==> src/rtl/bcd_xs3_stream_conv_if.sv <==
// Stream bundle for the BCD <-> Excess-3 word converter: one input word
// channel (with its conversion mode) and one result channel.
interface bcd_xs3_stream_conv_if #(
    parameter int DIGITS = 4
);
    logic                  mode;
    logic                  in_valid;
    logic                  in_ready;
    logic [4*DIGITS-1:0]   in_data;
    logic                  out_valid;
    logic                  out_ready;
    logic [4*DIGITS-1:0]   out_data;
    logic [DIGITS-1:0]     out_err_mask;
    logic                  out_mode;

    // Producer/consumer side (drives words in, takes results out)
    modport master (
        output mode, in_valid, in_data, out_ready,
        input  in_ready, out_valid, out_data, out_err_mask, out_mode
    );

    // Converter side
    modport slave (
        input  mode, in_valid, in_data, out_ready,
        output in_ready, out_valid, out_data, out_err_mask, out_mode
    );
endinterface

==> src/rtl/bcd_xs3_stream_conv.sv <==
// Digit-serial BCD <-> Excess-3 word converter.
// A word is captured in IDLE, converted one digit per cycle in CONV, and
// presented in DONE until the consumer takes it. Invalid digit codes become
// 4'h0 and are flagged in a per-digit mask; words carrying any invalid digit
// are counted by a saturating counter.
// Timing: counting the accepting edge as the first, out_valid is seen after
// the (DIGITS+1)th rising edge; a word occupies DIGITS+2 cycles end to end.
module bcd_xs3_stream_conv #(
    parameter int DIGITS = 4,
    parameter int CNT_W  = 8
) (
    input  logic              clk,
    input  logic              rst,
    bcd_xs3_stream_conv_if.slave bus,
    output logic [CNT_W-1:0]  err_count
);
    localparam int IDX_W = (DIGITS > 1) ? $clog2(DIGITS) : 1;
    localparam int W     = 4 * DIGITS;

    typedef enum logic [1:0] {IDLE, CONV, DONE} state_t;

    state_t             state_reg,     state_next;
    logic [IDX_W-1:0]   idx_reg,       idx_next;
    logic [W-1:0]       data_reg,      data_next;
    logic               mode_reg,      mode_next;
    logic [W-1:0]       work_data_reg, work_data_next;
    logic [DIGITS-1:0]  work_mask_reg, work_mask_next;
    logic [W-1:0]       out_data_reg,  out_data_next;
    logic [DIGITS-1:0]  out_mask_reg,  out_mask_next;
    logic               out_mode_reg,  out_mode_next;
    logic [CNT_W-1:0]   err_cnt_reg,   err_cnt_next;

    // Per-digit conversion of the captured word; CONV picks one per cycle
    logic [3:0]         conv_digit [DIGITS];
    logic [DIGITS-1:0]  conv_bad;

    genvar gi;
    generate
        for (gi = 0; gi < DIGITS; gi++) begin : g_digit
            logic [3:0] code;
            assign code = data_reg[4*gi +: 4];

            // Decode one digit in the captured mode; invalid codes yield 0
            always_comb begin
                conv_bad[gi]   = 1'b0;
                conv_digit[gi] = 4'h0;
                if (!mode_reg) begin
                    if (code > 4'd9) conv_bad[gi]   = 1'b1;
                    else             conv_digit[gi] = code + 4'd3;
                end else begin
                    if (code < 4'd3 || code > 4'd12) conv_bad[gi]   = 1'b1;
                    else                             conv_digit[gi] = code - 4'd3;
                end
            end
        end
    endgenerate

    // Next-state and datapath update for the IDLE/CONV/DONE sequence
    always_comb begin
        state_next     = state_reg;
        idx_next       = idx_reg;
        data_next      = data_reg;
        mode_next      = mode_reg;
        work_data_next = work_data_reg;
        work_mask_next = work_mask_reg;
        out_data_next  = out_data_reg;
        out_mask_next  = out_mask_reg;
        out_mode_next  = out_mode_reg;
        err_cnt_next   = err_cnt_reg;

        case (state_reg)
            IDLE: begin
                if (bus.in_valid) begin
                    data_next      = bus.in_data;
                    mode_next      = bus.mode;
                    idx_next       = '0;
                    work_data_next = '0;
                    work_mask_next = '0;
                    state_next     = CONV;
                end
            end
            CONV: begin
                work_data_next[{idx_reg, 2'b00} +: 4] = conv_digit[idx_reg];
                work_mask_next[idx_reg]               = conv_bad[idx_reg];
                if (idx_reg == IDX_W'(DIGITS - 1)) begin
                    // Publish the finished word in the same cycle as its last digit
                    out_data_next = work_data_next;
                    out_mask_next = work_mask_next;
                    out_mode_next = mode_reg;
                    state_next    = DONE;
                end else begin
                    idx_next = idx_reg + IDX_W'(1);
                end
            end
            DONE: begin
                if (bus.out_ready) begin
                    state_next = IDLE;
                    if ((|out_mask_reg) && (err_cnt_reg != {CNT_W{1'b1}}))
                        err_cnt_next = err_cnt_reg + CNT_W'(1);
                end
            end
            default: state_next = IDLE;
        endcase
    end

    // State register; reset discards any word in flight
    always_ff @(posedge clk) begin
        if (rst) begin
            state_reg     <= IDLE;
            idx_reg       <= '0;
            data_reg      <= '0;
            mode_reg      <= 1'b0;
            work_data_reg <= '0;
            work_mask_reg <= '0;
            out_data_reg  <= '0;
            out_mask_reg  <= '0;
            out_mode_reg  <= 1'b0;
            err_cnt_reg   <= '0;
        end else begin
            state_reg     <= state_next;
            idx_reg       <= idx_next;
            data_reg      <= data_next;
            mode_reg      <= mode_next;
            work_data_reg <= work_data_next;
            work_mask_reg <= work_mask_next;
            out_data_reg  <= out_data_next;
            out_mask_reg  <= out_mask_next;
            out_mode_reg  <= out_mode_next;
            err_cnt_reg   <= err_cnt_next;
        end
    end

    // in_ready is masked by rst so nothing looks acceptable during reset
    assign bus.in_ready     = (state_reg == IDLE) && !rst;
    assign bus.out_valid    = (state_reg == DONE);
    assign bus.out_data     = out_data_reg;
    assign bus.out_err_mask = out_mask_reg;
    assign bus.out_mode     = out_mode_reg;
    assign err_count        = err_cnt_reg;
endmodule

==> src/flat_wrapper.sv <==
// flat-port wrapper written by rule: the top's interface ports become plain ports
module bcd_xs3_stream_conv_flat 
#(
    parameter int DIGITS = 4,
    parameter int CNT_W  = 8
)
  (clk, rst, err_count, bus_mode, bus_in_valid, bus_in_data, bus_out_ready, bus_in_ready, bus_out_valid, bus_out_data, bus_out_err_mask, bus_out_mode);
  bcd_xs3_stream_conv_if #(.DIGITS(DIGITS)) bus_i ();
  input  logic clk;
  input  logic rst;
  output logic [CNT_W-1:0] err_count;
  input wire logic [$bits(bus_i.mode)-1:0] bus_mode;
  input wire logic [$bits(bus_i.in_valid)-1:0] bus_in_valid;
  input wire logic [$bits(bus_i.in_data)-1:0] bus_in_data;
  input wire logic [$bits(bus_i.out_ready)-1:0] bus_out_ready;
  output wire logic [$bits(bus_i.in_ready)-1:0] bus_in_ready;
  output wire logic [$bits(bus_i.out_valid)-1:0] bus_out_valid;
  output wire logic [$bits(bus_i.out_data)-1:0] bus_out_data;
  output wire logic [$bits(bus_i.out_err_mask)-1:0] bus_out_err_mask;
  output wire logic [$bits(bus_i.out_mode)-1:0] bus_out_mode;
  assign bus_i.mode = bus_mode;
  assign bus_i.in_valid = bus_in_valid;
  assign bus_i.in_data = bus_in_data;
  assign bus_i.out_ready = bus_out_ready;
  assign bus_in_ready = bus_i.in_ready;
  assign bus_out_valid = bus_i.out_valid;
  assign bus_out_data = bus_i.out_data;
  assign bus_out_err_mask = bus_i.out_err_mask;
  assign bus_out_mode = bus_i.out_mode;
  bcd_xs3_stream_conv #(.DIGITS(DIGITS), .CNT_W(CNT_W)) u_core (.clk(clk), .rst(rst), .bus(bus_i), .err_count(err_count));
endmodule
==> config.mk <==
export PLATFORM = sky130hd
export DESIGN_NAME = bcd_xs3_stream_conv_flat
export DESIGN_NICKNAME = d
export VERILOG_FILES = /design/src/rtl/bcd_xs3_stream_conv_if.sv /design/src/rtl/bcd_xs3_stream_conv.sv /design/src/flat_wrapper.sv
export SDC_FILE = /design/constraint.sdc
export NUM_CORES = 1
export LEC_CHECK = 0
export CAP_MARGIN = 30
export CORE_MARGIN = 1
export CORE_UTILIZATION = 46
export CTS_CLUSTER_SIZE = 10
export DETAILED_ROUTE_END_ITERATION = 12
export GPL_ROUTABILITY_DRIVEN = 0
export GPL_TIMING_DRIVEN = 0
export PLACE_DENSITY = 0.79
export SETUP_SLACK_MARGIN = 0.5
export SYNTH_ARGS = -nofsm -noshare
export SYNTH_HDL_FRONTEND = slang
export SYNTH_SLANG_ARGS = --single-unit
==> constraint.sdc <==
create_clock -name clk -period 2.84 [get_ports clk]
set_clock_uncertainty 0.15 [all_clocks]
set_input_delay 0.568 -clock clk [delete_from_list [all_inputs] [get_ports clk]]
set_output_delay 0.568 -clock clk [all_outputs]
set_load 0.01 [all_outputs]
Yosys cells after proc, flatten, opt, wreduce, memory -nomap -nowiden --
Cells that the tools add are included.
Cells by class: equality and inequality tests 8, bitwise logic cells 1, add/subtract/negate cells 11, mux-type cells 44, reductions and logical operators 17, magnitude comparators 15, shift operators 2
Operators with widths (number):
- 2-to-1 mux 4 bit | 15
- > comparator 4 bit, second input constant | 8
- one-hot mux 16 bit (2 select lines) | 1
- adder 4 x 2 -> 4 bit, second input constant | 4
- bitwise mux 16 bit | 1
- less-than comparator 4 x 2 -> 1 bit, second input constant | 4
- 2-to-1 mux 16 bit | 1
- variable shift 4 x 6 -> 16 bit, first input constant | 1
- indexed part select 4 x 6 -> 16 bit | 1
- subtractor 4 x 2 -> 4 bit, second input constant | 4
- 2-to-1 mux 1 bit | 14
- 2-to-1 mux 2 bit | 5
- AND reduction 3 bit | 3
- adder 8 x 1 -> 8 bit, second input constant | 1
- binary-select mux 4 bit (select 2 bit) | 1
- inequality test 8 bit, second input constant | 1
- one-hot mux 4 bit (2 select lines) | 1
- inequality test 2 bit, second input constant | 3
- negator 4 -> 6 bit | 1
- one-hot mux 2 bit (3 select lines) | 1
- AND reduction 2 bit | 3
- bitwise mux 4 bit | 1
- equality test 2 bit, second input constant | 2
- logical OR 1 bit | 4
- 15 further kinds | 17
Word-level totals: word-level logic and storage cells 108, bits in registers 70, input bits 21

Logic depth before layout (Yosys ltp) --
word-level depth 10, gate-level depth with buffers 9, depth with buffers taken out 8

Worst setup path before layout --
No wires, ideal clock.
path kind reg-to-reg, start point register u_core.idx_reg[0], end point register u_core.work_data_reg[15], data arrival time 1.957 ns, slack 0.619 ns, clock period less this slack 2.221 ns, stages on the path, launching flop included 8, library setup time 0.115 ns, path through dfxtp_1 > buf_4 > inv_2 > ha_1 > buf_4 > nor4b_1 > a21oi_1 > a2111oi_0
Between the ends: cells in the longest elaborated chain, start to end 7
Ends and longest elaborated chain:
- from (decl) | RTL line bcd_xs3_stream_conv.sv:23 | logic [IDX_W-1:0] idx_reg, idx_next;
- from (signal assigned) | RTL line bcd_xs3_stream_conv.sv:121 | idx_reg <= idx_next;
- NOT 2 -> 3 bit (implied by the code) | RTL line bcd_xs3_stream_conv.sv:83 | work_data_next[{idx_reg, 2'b00} +: 4] = conv_digit[idx_reg];
- binary-select mux 4 bit (select 2 bit) | RTL line bcd_xs3_stream_conv.sv:83
- 2-to-1 mux 4 bit (implied by the code) (2 in series) | RTL line bcd_xs3_stream_conv.sv:83
- indexed part select 4 x 6 -> 16 bit | RTL line bcd_xs3_stream_conv.sv:83
- bitwise mux 16 bit * | RTL line bcd_xs3_stream_conv.sv:83
- one-hot mux 16 bit (2 select lines) * | RTL line bcd_xs3_stream_conv.sv:71 | case (state_reg)
- to (signal assigned) | RTL line bcd_xs3_stream_conv.sv:124 | work_data_reg <= work_data_next;
- to (decl) | RTL line bcd_xs3_stream_conv.sv:26 | logic [W-1:0] work_data_reg, work_data_next;
Every way passes the cells marked *; elsewhere a longest branch is shown, timed or not. The select of a mux whose other input is x is not followed. A chain may end at the register's enable or synchronous reset.

Worst setup path in the final report --
start point register u_core.data_reg[8], end point register u_core.out_mask_reg[0], in the netlist u_core.bus.out_err_mask[0]
Between the ends: cells in the longest elaborated chain, start to end 7
Ends and longest elaborated chain:
- from (decl) | RTL line bcd_xs3_stream_conv.sv:24 | logic [W-1:0] data_reg, data_next;
- from (signal assigned) | RTL line bcd_xs3_stream_conv.sv:122 | data_reg <= data_next;
- less-than comparator 4 x 2 -> 1 bit / > comparator 4 bit (equally long branches) | RTL line bcd_xs3_stream_conv.sv:51 | if (code < 4'd3 || code > 4'd12) conv_bad[gi] = 1'b1;
- logical OR 1 bit | RTL line bcd_xs3_stream_conv.sv:51
- 2-to-1 mux 1 bit | RTL line bcd_xs3_stream_conv.sv:51
- 2-to-1 mux 1 bit * | RTL line bcd_xs3_stream_conv.sv:47 | if (!mode_reg) begin
- binary-select mux 1 bit (select 2 bit) * | RTL line bcd_xs3_stream_conv.sv:84 | work_mask_next[idx_reg] = conv_bad[idx_reg];
- 2-to-1 mux 1 bit (implied by the code) * | RTL line bcd_xs3_stream_conv.sv:84
- bitwise mux 4 bit * | RTL line bcd_xs3_stream_conv.sv:84
- to (signal assigned) | RTL line bcd_xs3_stream_conv.sv:127 | out_mask_reg <= out_mask_next;
- to (decl) | RTL line bcd_xs3_stream_conv.sv:29 | logic [DIGITS-1:0] out_mask_reg, out_mask_next;
Marks and branches as above.

==> run metrics <==
outcome complete, no violations; synthesis warning total 0; Final Critical Period 2.350 ns; LEAKAGE 1.868 nW; Ant. Diodes 0; ys async rst share 0%; DR vias/cell 5.905; CTS H-tree depth 3; Root Buffer clkbuf_8; total power 2.170 mW; Sequential Power Share 46.4%; antenna violations before repair 0; Final Instance Area 4977 um^2; RSZ-0062 raised after global routing true; Starting DRT DRC Count 371; critical path type reg2reg; fillers 722; detailed-route wire length per cell 16.14 um; Tcrit/Tclk final 82.74%; Worst-path clk slew 0.08 ns; total negative setup slack 0 ns; drt drc 0; clock tree buffer depth 2; core footprint 8217 um^2; VDD IR-drop max 0.2184 mV; worst-margin pin slew 0.6126 ns; Num CTS Buffers 9; TritonRoute pass-1 iters 5; switching share of power 31.28%; syn_area_per_cell 8.135 um^2; crit path max fanout 7; hold buffers post-CTS 0; GRT overflow 0; commonest non-fill, non-tap cells in the layout 73 x nand2_1, 61 x dfxtp_1, 51 x a21oi_1; Initial Util 47.33%; hold_ws 0.3074 ns; port buffer count 51; cell-internal power 1.491 mW; clock sinks 69; Global Route Usage Sum 24.52%; pin count of the biggest net entering global routing 14; Peak Freq 425.6 MHz; Hold Path Class reg2reg; die area 8826 um^2; post-synthesis sequential area ratio 35.52%; final worst slack 0.4901 ns; Placed Cells 635; TritonCTS clock tree done; first-pass GRT wire length 17,130 um; EDFF count, synth 0; main flop type after synthesis dfxtp_1; detailed placement HPWL 7296 um; DRT antenna net count 0; Synth Net Count 521; Slew Limit Fails 0; Worst-Skew Late Latency 0.36 ns; row count 33; routed vias 3,915; Sw Pwr 0.6789 mW; combinational share of power 20.2%; nets@finish 596; # setup viols final 0; Critical Path End Type register; I/O pin cnt 52; vias in the first global route 3,632; count of cell types in the netlist 64; Final Instance Count excl. Fillers 663; Max transition margin 59.16%; pre-CTS WS -0.1125 ns; CP required 2.98 ns; WP data arrival 2.49 ns; clock share of power 33.4%; startpoint types register; WL final 10,700 um; Die Wd 93.95 um; Final Hold Viols 0; Die Y 93.95 um; Mapped Area 3889 um^2; Yosys reg bits 69; post-layout util 60.58%; most common cell after layout, fill and taps aside nand2_1; Synth Instances 478; maxcap violations 0; pwr dens 436.1 nW/um^2; Placed Area 4542 um^2; layout cells sized above 1 16.85%; area delta synth->final 27.99%
[final cells by class]
type	instances	area, um^2	share of cell area (%)
multi-input cells	361	2421	48.64
flip-flops and latches	69	1409	28.31
repair buffers	64	600.6	12.07
plain buffers	31	175.2	3.519
well taps	105	131.4	2.640
clock buffers	9	123.9	2.489
inverters	17	66.31	1.332
clock inverters	7	50.05	1.006
[what timing repair did]
action	4_1_cts	5_1_grt
buffers inserted	4	8
pin swaps	4	9
endpoints found under the setup margin	34	44
gates resized for setup	18	47
[power by group through the flow]
stage               Sequential [mW]  Combinational, mW  Clock [mW]
floorplan                      1.03              0.248           0
global route                   1.01              0.474       0.780
global placement               1.03              0.346           0
CTS                            1.01              0.382       0.731
finish                         1.01              0.438       0.726
detailed placement             1.03              0.356           0
[layer usage]
layer	wire length [um]	up-vias	GRT usage, %	share of wire [%]
met5	0	-	0	0
met4	264	0	9.359	2.5
met3	639	29	4.126	6.0
met2	5102	169	39.17	48
met1	4696	1833	32.85	44
li1	-	1884	-	-
[path summary, 6_finish.rpt]
kind	depth (start not counted)	slack (ns)	startpoint	endpoint
worst max-delay path	6	0.49	u_core.data_reg[8]$_SDFFE_PP0P_	u_core.bus.out_err_mask[0]$_SDFFE_PP0P_
worst min-delay path	2	0.31	u_core.work_data_reg[11]$_SDFFE_PP0P_	u_core.work_data_reg[11]$_SDFFE_PP0P_
worst max register to register	6	0.49	u_core.data_reg[8]$_SDFFE_PP0P_	u_core.bus.out_err_mask[0]$_SDFFE_PP0P_
worst min register to register	2	0.31	u_core.work_data_reg[11]$_SDFFE_PP0P_	u_core.work_data_reg[11]$_SDFFE_PP0P_
[Yosys cell counts (4+ instances only)]
library cell	n	area (um^2)
nand3_1	11	55.05
dfxtp_1	69	1381
inv_1	16	60.06
o21ai_0	18	90.09
o21ai_1	5	25.02
ha_1	22	275.3
nor2b_1	7	43.79
a32o_1	5	50.05
o311ai_0	4	35.03
nor3_1	11	55.05
and3_1	5	31.28
o21bai_1	4	30.03
nand3b_1	5	37.54
nand2_1	73	274.0
mux2i_1	5	50.05
clkbuf_1	15	56.30
a21o_1	5	37.54
buf_4	7	52.55
nand2b_1	12	75.07
a21oi_1	51	255.2
nor3b_1	4	30.03
buf_2	6	30.03
a22o_1	4	35.03
a32oi_1	10	87.58
xnor2_1	4	35.03
o221ai_1	5	43.79
xor2_1	5	43.79
nand4_1	6	37.54
o2111ai_1	4	35.03
or3_1	4	25.02
nor2_1	29	108.9
[cells by family after synthesis]
group           Yosys count  synth area share [%]
compound gates          143                 24.74
xor+xnor                  9                 2.027
fa+ha+maj                22                 7.078
buf+inv                  48                 5.888
flops                    69                 35.52
mux                       7                 2.156
simple gates            180                 22.59
[worst max-delay path, stage by stage (launching register included)]
cell and delay [ns]:
dfxtp_4 0.38, ha_4 0.17, or3_4 0.35, o211a_1 0.26, mux4_2 0.54, nor3_4 0.28
o2bb2ai_1 0.14
(Power assumes the default switching activity.)
